--- config.mk ---
export PLATFORM = sky130hd
export DESIGN_NAME = ddr_line_adapter
export DESIGN_NICKNAME = d
export VERILOG_FILES = /design/src/rtl/ddr_pkg.sv /design/src/rtl/ddr_beat_counter.sv /design/src/rtl/ddr_line_adapter.sv
export SDC_FILE = /design/constraint.sdc
export NUM_CORES = 1
export LEC_CHECK = 0
export CORE_AREA = 8 8 327 329
export DETAILED_ROUTE_END_ITERATION = 6
export DIE_AREA = 0 0 335 337
export GPL_TIMING_DRIVEN = 1
export MAX_ROUTING_LAYER = met4
export PLACE_DENSITY_LB_ADDON = 0.2
export SYNTH_ARGS = -nofsm -noshare
export SYNTH_HDL_FRONTEND = slang
export SYNTH_SLANG_ARGS = --single-unit
export TNS_END_PERCENT = 5
--- constraint.sdc ---
create_clock -name clk -period 1.9 [get_ports clk]
set_input_delay 0.38 -clock clk [delete_from_list [all_inputs] [get_ports clk]]
set_output_delay 0.38 -clock clk [all_outputs]
set_load 0.005 [all_outputs]
--- src/rtl/ddr_pkg.sv ---
// ============================================================================
// Module  : ddr_pkg
// Purpose : Shared definitions for the DDR line adapter: controller state
//           encodings, MIG app_cmd constants and a beat-index width helper.
// Ports   : none (package)
// Options : DDR_BYTE_MASK_EN is consumed by ddr_line_adapter, not here.
// Revision: 1.0 - initial release
// ============================================================================
`default_nettype none

package ddr_pkg;

  // State encoding is exported on ddr_ctrl_status, so values are fixed.
  typedef enum logic [2:0] {
    CALIB = 3'd0,
    IDLE  = 3'd1,
    RD    = 3'd2,
    WR    = 3'd3,
    DONE  = 3'd4
  } ddr_state_e;

  localparam logic [2:0] CMD_WR = 3'b000;
  localparam logic [2:0] CMD_RD = 3'b001;

  // Width of a beat-slot index; never zero so single-beat lines still elaborate.
  function automatic int beat_idx_w(input int beats);
    return (beats > 1) ? $clog2(beats) : 1;
  endfunction

endpackage

`default_nettype wire

--- src/rtl/ddr_beat_counter.sv ---
// ============================================================================
// Module  : ddr_beat_counter
// Purpose : Saturating beat counter 0..BEATS used for the command, write-data
//           and read-data streams of the line adapter.
// Ports   : clk      - clock (rising edge)
//           rst      - synchronous active-low reset
//           clear_i  - synchronous clear
//           inc_i    - advance by one (ignored once full)
//           cnt_o    - current count
//           full_o   - count has reached BEATS
//           last_o   - the final increment is taking place this cycle
// Revision: 1.0 - initial release
// ============================================================================
`default_nettype none

module ddr_beat_counter #(
  parameter int BEATS = 2,
  parameter int CNT_W = $clog2(BEATS + 1)
) (
  input  logic             clk,
  input  logic             rst,
  input  logic             clear_i,
  input  logic             inc_i,
  output logic [CNT_W-1:0] cnt_o,
  output logic             full_o,
  output logic             last_o
);

  logic [CNT_W-1:0] cnt_q;

  always_ff @(posedge clk) begin
    if (!rst) begin
      cnt_q <= '0;
    end else if (clear_i) begin
      cnt_q <= '0;
    end else if (inc_i && !full_o) begin
      cnt_q <= cnt_q + 1'b1;
    end
  end

  assign cnt_o  = cnt_q;
  assign full_o = (cnt_q == CNT_W'(BEATS));
  assign last_o = inc_i && (cnt_q == CNT_W'(BEATS - 1));

endmodule

`default_nettype wire

--- src/rtl/ddr_line_adapter.sv ---
// ============================================================================
// Module  : ddr_line_adapter
// Purpose : Bridges a LINE_W-bit cache line port to the MIG 7-series app_*
//           interface. A line access becomes BEATS = LINE_W/MIG_DATA_W
//           single-beat MIG commands; read beats are reassembled in order.
//           Command and write-data streams advance independently.
// Ports   : clk, rst (sync active-low), init_calib_complete
//           MIG side : mig_rdy, mig_wdf_rdy, mig_data_valid, data_from_mig,
//                      cmd_to_mig, app_en, addr_to_mig, app_wdf_wren,
//                      app_wdf_end, data_to_mig, app_wdf_mask
//           CPU side : ram_en, ram_write, ram_addr, data_to_ram,
//                      [ram_wmask], ram_rdy, data_to_cpu
//           Status   : ddr_ctrl_status (state encoding)
// Options : `define DDR_BYTE_MASK_EN adds ram_wmask (1 = skip byte) which is
//           driven per beat onto app_wdf_mask; otherwise the mask is 0.
// Revision: 1.0 - initial release
// ============================================================================
`default_nettype none

module ddr_line_adapter
  import ddr_pkg::*;
#(
  parameter int LINE_W     = 256,
  parameter int MIG_DATA_W = 128,
  parameter int ADDR_W     = 30,
  parameter int MIG_ADDR_W = 27,
  parameter int ADDR_STEP  = 8
) (
  input  logic                    clk,
  input  logic                    rst,
  input  logic                    init_calib_complete,
  input  logic                    mig_rdy,
  input  logic                    mig_wdf_rdy,
  input  logic                    mig_data_valid,
  input  logic [MIG_DATA_W-1:0]   data_from_mig,
  input  logic                    ram_en,
  input  logic                    ram_write,
  input  logic [ADDR_W-1:0]       ram_addr,
  input  logic [LINE_W-1:0]       data_to_ram,
`ifdef DDR_BYTE_MASK_EN
  input  logic [LINE_W/8-1:0]     ram_wmask,
`endif
  output logic [2:0]              cmd_to_mig,
  output logic                    app_en,
  output logic [MIG_ADDR_W-1:0]   addr_to_mig,
  output logic                    app_wdf_wren,
  output logic                    app_wdf_end,
  output logic [MIG_DATA_W-1:0]   data_to_mig,
  output logic [MIG_DATA_W/8-1:0] app_wdf_mask,
  output logic                    ram_rdy,
  output logic [LINE_W-1:0]       data_to_cpu,
  output logic [3:0]              ddr_ctrl_status
);

  localparam int BEATS  = LINE_W / MIG_DATA_W;
  localparam int CNT_W  = $clog2(BEATS + 1);
  localparam int IDX_W  = beat_idx_w(BEATS);
  localparam int OFF_W  = $clog2(LINE_W / 32);
  localparam int MASK_W = MIG_DATA_W / 8;

  ddr_state_e             state_q;
  logic                   write_q;
  logic                   ram_rdy_q;
  logic [MIG_ADDR_W-1:0]  base_q;
  logic [LINE_W-1:0]      line_q;
  logic [LINE_W-1:0]      cpu_q;

  logic [CNT_W-1:0] cmd_cnt, wdf_cnt, rd_cnt;
  logic             cmd_full, wdf_full, rd_full;
  logic             cmd_last, wdf_last, rd_last;
  logic [IDX_W-1:0] wdf_idx, rd_idx;

  logic             busy, cmd_inc, wdf_inc, rd_inc, cnt_clear;
  logic [ADDR_W-1:0]     line_addr;
  logic [MIG_ADDR_W-1:0] base_d;

  // Word address -> line-aligned, then doubled into x16 column units.
  assign line_addr = ram_addr & ~ADDR_W'((1 << OFF_W) - 1);
  assign base_d    = MIG_ADDR_W'({line_addr, 1'b0});

  assign busy      = (state_q == RD) || (state_q == WR);
  assign cmd_inc   = app_en && mig_rdy;
  assign wdf_inc   = app_wdf_wren && mig_wdf_rdy;
  // Beats outside RD (e.g. stragglers after a reset) are dropped here.
  assign rd_inc    = (state_q == RD) && mig_data_valid && !rd_full;
  assign cnt_clear = (state_q == IDLE);

  ddr_beat_counter #(.BEATS(BEATS), .CNT_W(CNT_W)) u_cmd_cnt (
    .clk(clk), .rst(rst), .clear_i(cnt_clear), .inc_i(cmd_inc),
    .cnt_o(cmd_cnt), .full_o(cmd_full), .last_o(cmd_last));

  ddr_beat_counter #(.BEATS(BEATS), .CNT_W(CNT_W)) u_wdf_cnt (
    .clk(clk), .rst(rst), .clear_i(cnt_clear), .inc_i(wdf_inc),
    .cnt_o(wdf_cnt), .full_o(wdf_full), .last_o(wdf_last));

  ddr_beat_counter #(.BEATS(BEATS), .CNT_W(CNT_W)) u_rd_cnt (
    .clk(clk), .rst(rst), .clear_i(cnt_clear), .inc_i(rd_inc),
    .cnt_o(rd_cnt), .full_o(rd_full), .last_o(rd_last));

  // Slot indices; when a count sits at BEATS the truncated index wraps to a
  // valid slot, which is harmless because the matching valid is low.
  generate
    if (BEATS > 1) begin : g_idx_multi
      assign wdf_idx = wdf_cnt[IDX_W-1:0];
      assign rd_idx  = rd_cnt[IDX_W-1:0];
    end else begin : g_idx_single
      assign wdf_idx = '0;
      assign rd_idx  = '0;
    end
  endgenerate

  always_ff @(posedge clk) begin
    if (!rst) begin
      state_q   <= CALIB;
      write_q   <= 1'b0;
      ram_rdy_q <= 1'b0;
      base_q    <= '0;
      line_q    <= '0;
    end else begin
      case (state_q)
        CALIB: if (init_calib_complete) state_q <= IDLE;
        IDLE: begin
          if (ram_en) begin
            write_q <= ram_write;
            base_q  <= base_d;
            line_q  <= data_to_ram;
            state_q <= ram_write ? WR : RD;
          end
        end
        RD: begin
          if (rd_last) begin
            state_q   <= DONE;
            ram_rdy_q <= 1'b1;
          end
        end
        WR: begin
          // Either stream may finish first, or both on the same edge.
          if ((cmd_full || cmd_last) && (wdf_full || wdf_last)) begin
            state_q   <= DONE;
            ram_rdy_q <= 1'b1;
          end
        end
        DONE: begin
          if (!ram_en) begin
            state_q   <= IDLE;
            ram_rdy_q <= 1'b0;
          end
        end
        default: state_q <= CALIB;
      endcase
    end
  end

  // Read line assembly; untouched slots keep the previous line.
  always_ff @(posedge clk) begin
    if (!rst) begin
      cpu_q <= '0;
    end else if (rd_inc) begin
      cpu_q[rd_idx*MIG_DATA_W +: MIG_DATA_W] <= data_from_mig;
    end
  end

`ifdef DDR_BYTE_MASK_EN
  logic [LINE_W/8-1:0] mask_q;

  always_ff @(posedge clk) begin
    if (!rst) begin
      mask_q <= '0;
    end else if (state_q == IDLE && ram_en) begin
      mask_q <= ram_wmask;
    end
  end

  assign app_wdf_mask = mask_q[wdf_idx*MASK_W +: MASK_W];
`else
  assign app_wdf_mask = '0;
`endif

  assign app_en          = busy && !cmd_full;
  assign app_wdf_wren    = (state_q == WR) && !wdf_full;
  assign app_wdf_end     = app_wdf_wren;
  assign cmd_to_mig      = write_q ? CMD_WR : CMD_RD;
  assign addr_to_mig     = base_q + MIG_ADDR_W'(cmd_cnt * ADDR_STEP);
  assign data_to_mig     = line_q[wdf_idx*MIG_DATA_W +: MIG_DATA_W];
  assign ram_rdy         = ram_rdy_q;
  assign data_to_cpu     = cpu_q;
  assign ddr_ctrl_status = {1'b0, state_q};

endmodule

`default_nettype wire

# ---- Word-level counts from Yosys, hierarchy flattened
# Cells that the tools add are included.
dict set report classes {
  addsub 5
  n_eq_ne 15
  shift 3
  muxes 13
  bitwise 1
  reduce_logical 25
}
# cell n
set ops {}
lappend ops {{bitwise mux 256 bit} 1}
lappend ops {{variable shift 128 x 34 -> 256 bit, first input constant} 1}
lappend ops {{variable part select 128 x 34 -> 256 bit} 1}
lappend ops {{variable part select 256 x 9 -> 128 bit} 1}
lappend ops {{negator 8 -> 34 bit} 1}
lappend ops {{adder 27 x 5 -> 27 bit} 1}
lappend ops {{2-to-1 mux 3 bit} 5}
lappend ops {{case mux 3 bit (5 select lines)} 1}
lappend ops {{logical AND 1 bit} 13}
lappend ops {{inequality test 2 bit, second input constant} 4}
lappend ops {{adder 2 x 1 -> 2 bit, second input constant} 3}
lappend ops {{== test 2 x 1 -> 1 bit, second input constant} 3}
lappend ops {{== test 2 bit, second input constant} 3}
lappend ops {{== test 3 x 2 -> 1 bit, second input constant} 2}
lappend ops {{2-to-1 mux 1 bit} 5}
lappend ops {{AND reduction 5 bit} 1}
lappend ops {{AND reduction 4 bit} 1}
lappend ops {{== test 3 x 1 -> 1 bit, second input constant} 1}
lappend ops {{== test 3 bit, second input constant} 1}
lappend ops {{zero test 1 bit} 3}
lappend ops {{zero test 3 bit} 1}
lappend ops {{logical OR 1 bit} 3}
lappend ops {{case mux 1 bit (3 select lines)} 1}
lappend ops {{nonzero test 3 bit} 1}
lappend ops {{4 further kinds} 4}
dict set report word_totals {
  register_bits 546
  in_bits 422
  word_cells 71
}

# ---- Logic depth before layout (Yosys ltp)
dict set report depth {
  ltp_word 9
  mapped_depth 8
  depth_no_buf 6
}

# ---- Hierarchy
# Synthesis repeated with hierarchy kept, for this count alone.
dict set report unflattened {
  cells_unflattened 2638
  area_unflattened_um2 22472.8
}
# mod n_inst cells_each area_each_um2
set by_module_without_submodules {}
lappend by_module_without_submodules {ddr_line_adapter 1 2599 22101.2}
lappend by_module_without_submodules {ddr_beat_counter 3 13 123.9}

# ---- Least setup slack after synthesis
# OpenSTA, ideal clock, no wires.
dict set report synth_path {
  path_type {register to output}
  start {reg u_cmd_cnt.cnt_q[1] (netlist: u_cmd_cnt.cnt_o[1])}
  end {out addr_to_mig[26]}
  arrival_ps 1580
  required_time_ps 1520
  setup_slack_ps -60
  stages_incl_launch_ff 7
  n_path_buf 0
  cell_sequence {dfxtp_1 ha_1 ha_1 nand4_1 nor4_2 nand4_1 xnor2_1}
}
dict set report synth_via {
  elab_chain_cells 1
}
# item line_no
set synth_rtl {}
lappend synth_rtl {{start: declaration} ddr_beat_counter.sv:29} ;# logic [CNT_W-1:0] cnt_q;
lappend synth_rtl {{start signal: assignment} ddr_beat_counter.sv:37} ;# cnt_q <= cnt_q + 1'b1;
lappend synth_rtl {{adder 27 x 5 -> 27 bit} ddr_line_adapter.sv:183} ;# assign addr_to_mig = base_q + MIG_ADDR_W'(cmd_cnt * ADDR_STEP);
lappend synth_rtl {{end: declaration} ddr_line_adapter.sv:45} ;# output logic [MIG_ADDR_W-1:0] addr_to_mig,
# Every way passes these cells.

# ---- Worst setup path in the final report
# Same ends and word-level chain as after synthesis.

==> reports/results.txt <==
Post-Syn Area -> 22,300 µm²
Crit Path Max Fanout -> 3
dpl hpwl -> 77,800 µm
Final WS setup -> -0.878 ns
core footprint -> 101,000 µm²
I/O pin count -> 860
Slowest-stage cell, CP -> dfxtp_4
Design Power -> 30.2 mW
Post-route DRC -> 0
number of synthesized register bits -> 546
WP buf/inv -> 3
Post-synth ARST share -> 0
Fin Hold WS -> 0.107 ns
fmax -> 0.360 GHz
Area growth syn-to-layout -> 64.6%
final cycle utilization of the critical path -> 1.46
leakage dissipation -> 17.4 nW
critical path depth -> 9
cells after synthesis -> 2,625
leading cell type in the layout, fill and taps excluded -> nand2_1
Yosys warnings -> 0
power per cell area -> 825 nW/µm²
family with the most delay on the worst path -> simple AND/OR/NAND/NOR gates
reg2reg end -> line_q[185]
gp weighted congestion -> 0.833
skew final -> 0.0164 ns
Die W -> 335 µm
TritonCTS Buffers -> 70
first-pass GRT wire length -> 145,000 µm
pre-CTS setup slack -> -0.624 ns
CTS tree -> yes
Required @ worst endpoint -> 1.52 ns
max cap viols -> 0
Syn Area/Cell -> 8.48 µm²
Post-CTS Hold Fix Bufs -> 0
post-route insts no fill -> 4,963
crit end category -> primary output
Fin. Hold Viols -> 0
drt first pass iters -> 5
IO buf count -> 830
vias per cell -> 4.16
worst hold stages -> 2
number of synthesized flops with an enable pin -> 0
share of layout cells above drive strength 1 -> 0.174
r2r startpoint -> state_q[2]
Startpoint Class -> flop
WHS Endpoint -> data_to_cpu[103]
nets@finish -> 3,951
Std-Cell Rows -> 117
CTS root buffer -> clkbuf_16
htree depth -> 3
crit path from -> u_cmd_cnt.cnt_o[1]
crit-path cells -> ha_4, ha_4, nand4_1, nor4_4, buf_12, buf_12, nand4_1, xnor2_1, buf_2
Overall Global Routing Usage -> 0.175
post-route ant nets -> 0
Setup CP Type -> reg -> out
RSZ-0062 raised after global routing -> yes
initial antenna violation count -> 22
Routed WL per cell -> 20.4 µm
ys flop type -> dfxtp_1
Initial Utilization -> 0.220
crit-path max cell delay -> 0.36 ns
Initial DRC Count -> 902
FF-to-FF path depth -> 6
vias in the first global route -> 21,200
Sink Count -> 546
most frequent cells in the layout -> nand2_1, dfxtp_1, clkdlybuf4s50_1, a21boi_0, a21boi_1
vias post-DR -> 20,700
sequential share of the synthesized area -> 0.491
clock-pin slew on the worst setup and hold paths -> 0.05 ns
failing checks -> negative setup slack
drt total wl -> 101,000 µm
worst min path class -> in -> reg
Die Y-Extent -> 337 µm
WP data arrival -> 2.40 ns
total grt overflow -> 0
clock buffer depth -> 3
outcome -> finished, violations left
R2R setup slack -> 0.15 ns
worst-skew pair later-pin latency -> 0.62 ns
Final Setup Violations -> 152
placed cells -> 4,806
Min Clock Period, post-route -> 2.78 ns
die area -> 113,000 µm²
Final Max Tran Viols -> 0
hold wc startpoint -> rst
largest net degree at the start of global routing -> 97
Cell variety after synth -> 41
Worst VDD drop -> 0.557 mV
worst max-delay path by stage:
stage	end
after CTS	addr_to_mig[26]
after detailed placement	addr_to_mig[26]
after global placement	addr_to_mig[22]
after floorplan	addr_to_mig[26]
after global routing	addr_to_mig[26]
final	addr_to_mig[26]
timing repair:
item	4_1_cts	5_1_grt
endpoints found under the hold margin	0	0
resized for setup	658	362
pin swaps	25	12
setup buffers	14	4
gates cloned	0	1
endpoints found under the setup margin	384	458
cells in the mapped netlist (2+ instances only):
cell type / instances / share of area
a21oi_1: 6 / 0.0013
xnor2_1: 18 / 0.0071
buf_2: 83 / 0.019
nor2_1: 10 / 0.0017
a211oi_1: 2 / 0.00067
nor4_2: 3 / 0.0017
xor2_1: 5 / 0.0020
a21boi_1: 246 / 0.083
nor3_1: 3 / 0.00067
mux2_2: 128 / 0.065
dfxtp_1: 546 / 0.49
and3_1: 2 / 0.00056
nor2b_1: 2 / 0.00056
buf_4: 26 / 0.0088
buf_1: 4 / 0.00067
nand4_1: 9 / 0.0025
o21ai_0: 4 / 0.00090
nand2b_1: 4 / 0.0011
nor4b_1: 2 / 0.00079
a21boi_0: 290 / 0.098
nand3_1: 10 / 0.0022
inv_1: 11 / 0.0019
clkbuf_1: 104 / 0.018
ha_1: 8 / 0.0045
nand2_1: 1083 / 0.18
stage by stage:
step,TNS [ns],area [µm²],util
CTS,-78.99,35900,0.354
global route,-70.37,36700,0.362
finish,-55.07,36700,0.362
detailed placement,-84.84,33400,0.330
global placement,-69.27,33400,0.330
floorplan,0,22400,-
state kept, by name, indices dropped and copies added, names as in the netlist:
register / flops
write_q: 1
ram_rdy: 1
base_q: 23
data_to_cpu: 256
state_q: 3
u_cmd_cnt.cnt_o: 2
line_q: 256
u_wdf_cnt.cnt_o: 2
u_rd_cnt.cnt_o: 2
power breakdown:
part	internal (mW)	switching, mW
sequential	12.0	0.298
combinational	2.51	2.20
clock	7.85	5.35
total	22.4	7.84
worst register-to-register path, delay by kind of cell, from the launching register on:
| kind | cells | cell delay (ns) |
|---|---|---|
| compound gates | 1 | 0.18 |
| simple gates | 3 | 0.70 |
| buf+inv | 2 | 0.46 |
| flops | 1 | 0.33 |
logic make-up after synthesis:
group | synth area share
other | 0.000168
AND/OR/NAND/NOR | 0.197
multiplexers | 0.0647
buffers and inverters | 0.0475
XOR/XNOR | 0.00904
adder cells (fa/ha/maj) | 0.00449
flip-flops | 0.491
AO/OA/AOI/OAI | 0.186
cell type report:
cell class	instances	area, µm²
inverters	11	41.3
well taps	1368	1710
multi-input cells	1872	10900
diodes	22	55.1
fillers	10600	64600
clock buffers	108	2090
repair buffers	1020	10800
clock inverters	16	166
flip-flops and latches	546	11000
metal layers:
layer  part of all wire  GRT usage  vias to the layer above
met5                  0          -                        -
met4              0.034     0.0638                        0
met3              0.066     0.0546                      150
met2               0.48      0.285                      527
met1               0.42      0.204                     9647
li1                   -          -                    10300
Power figures use the tool's default switching activity.
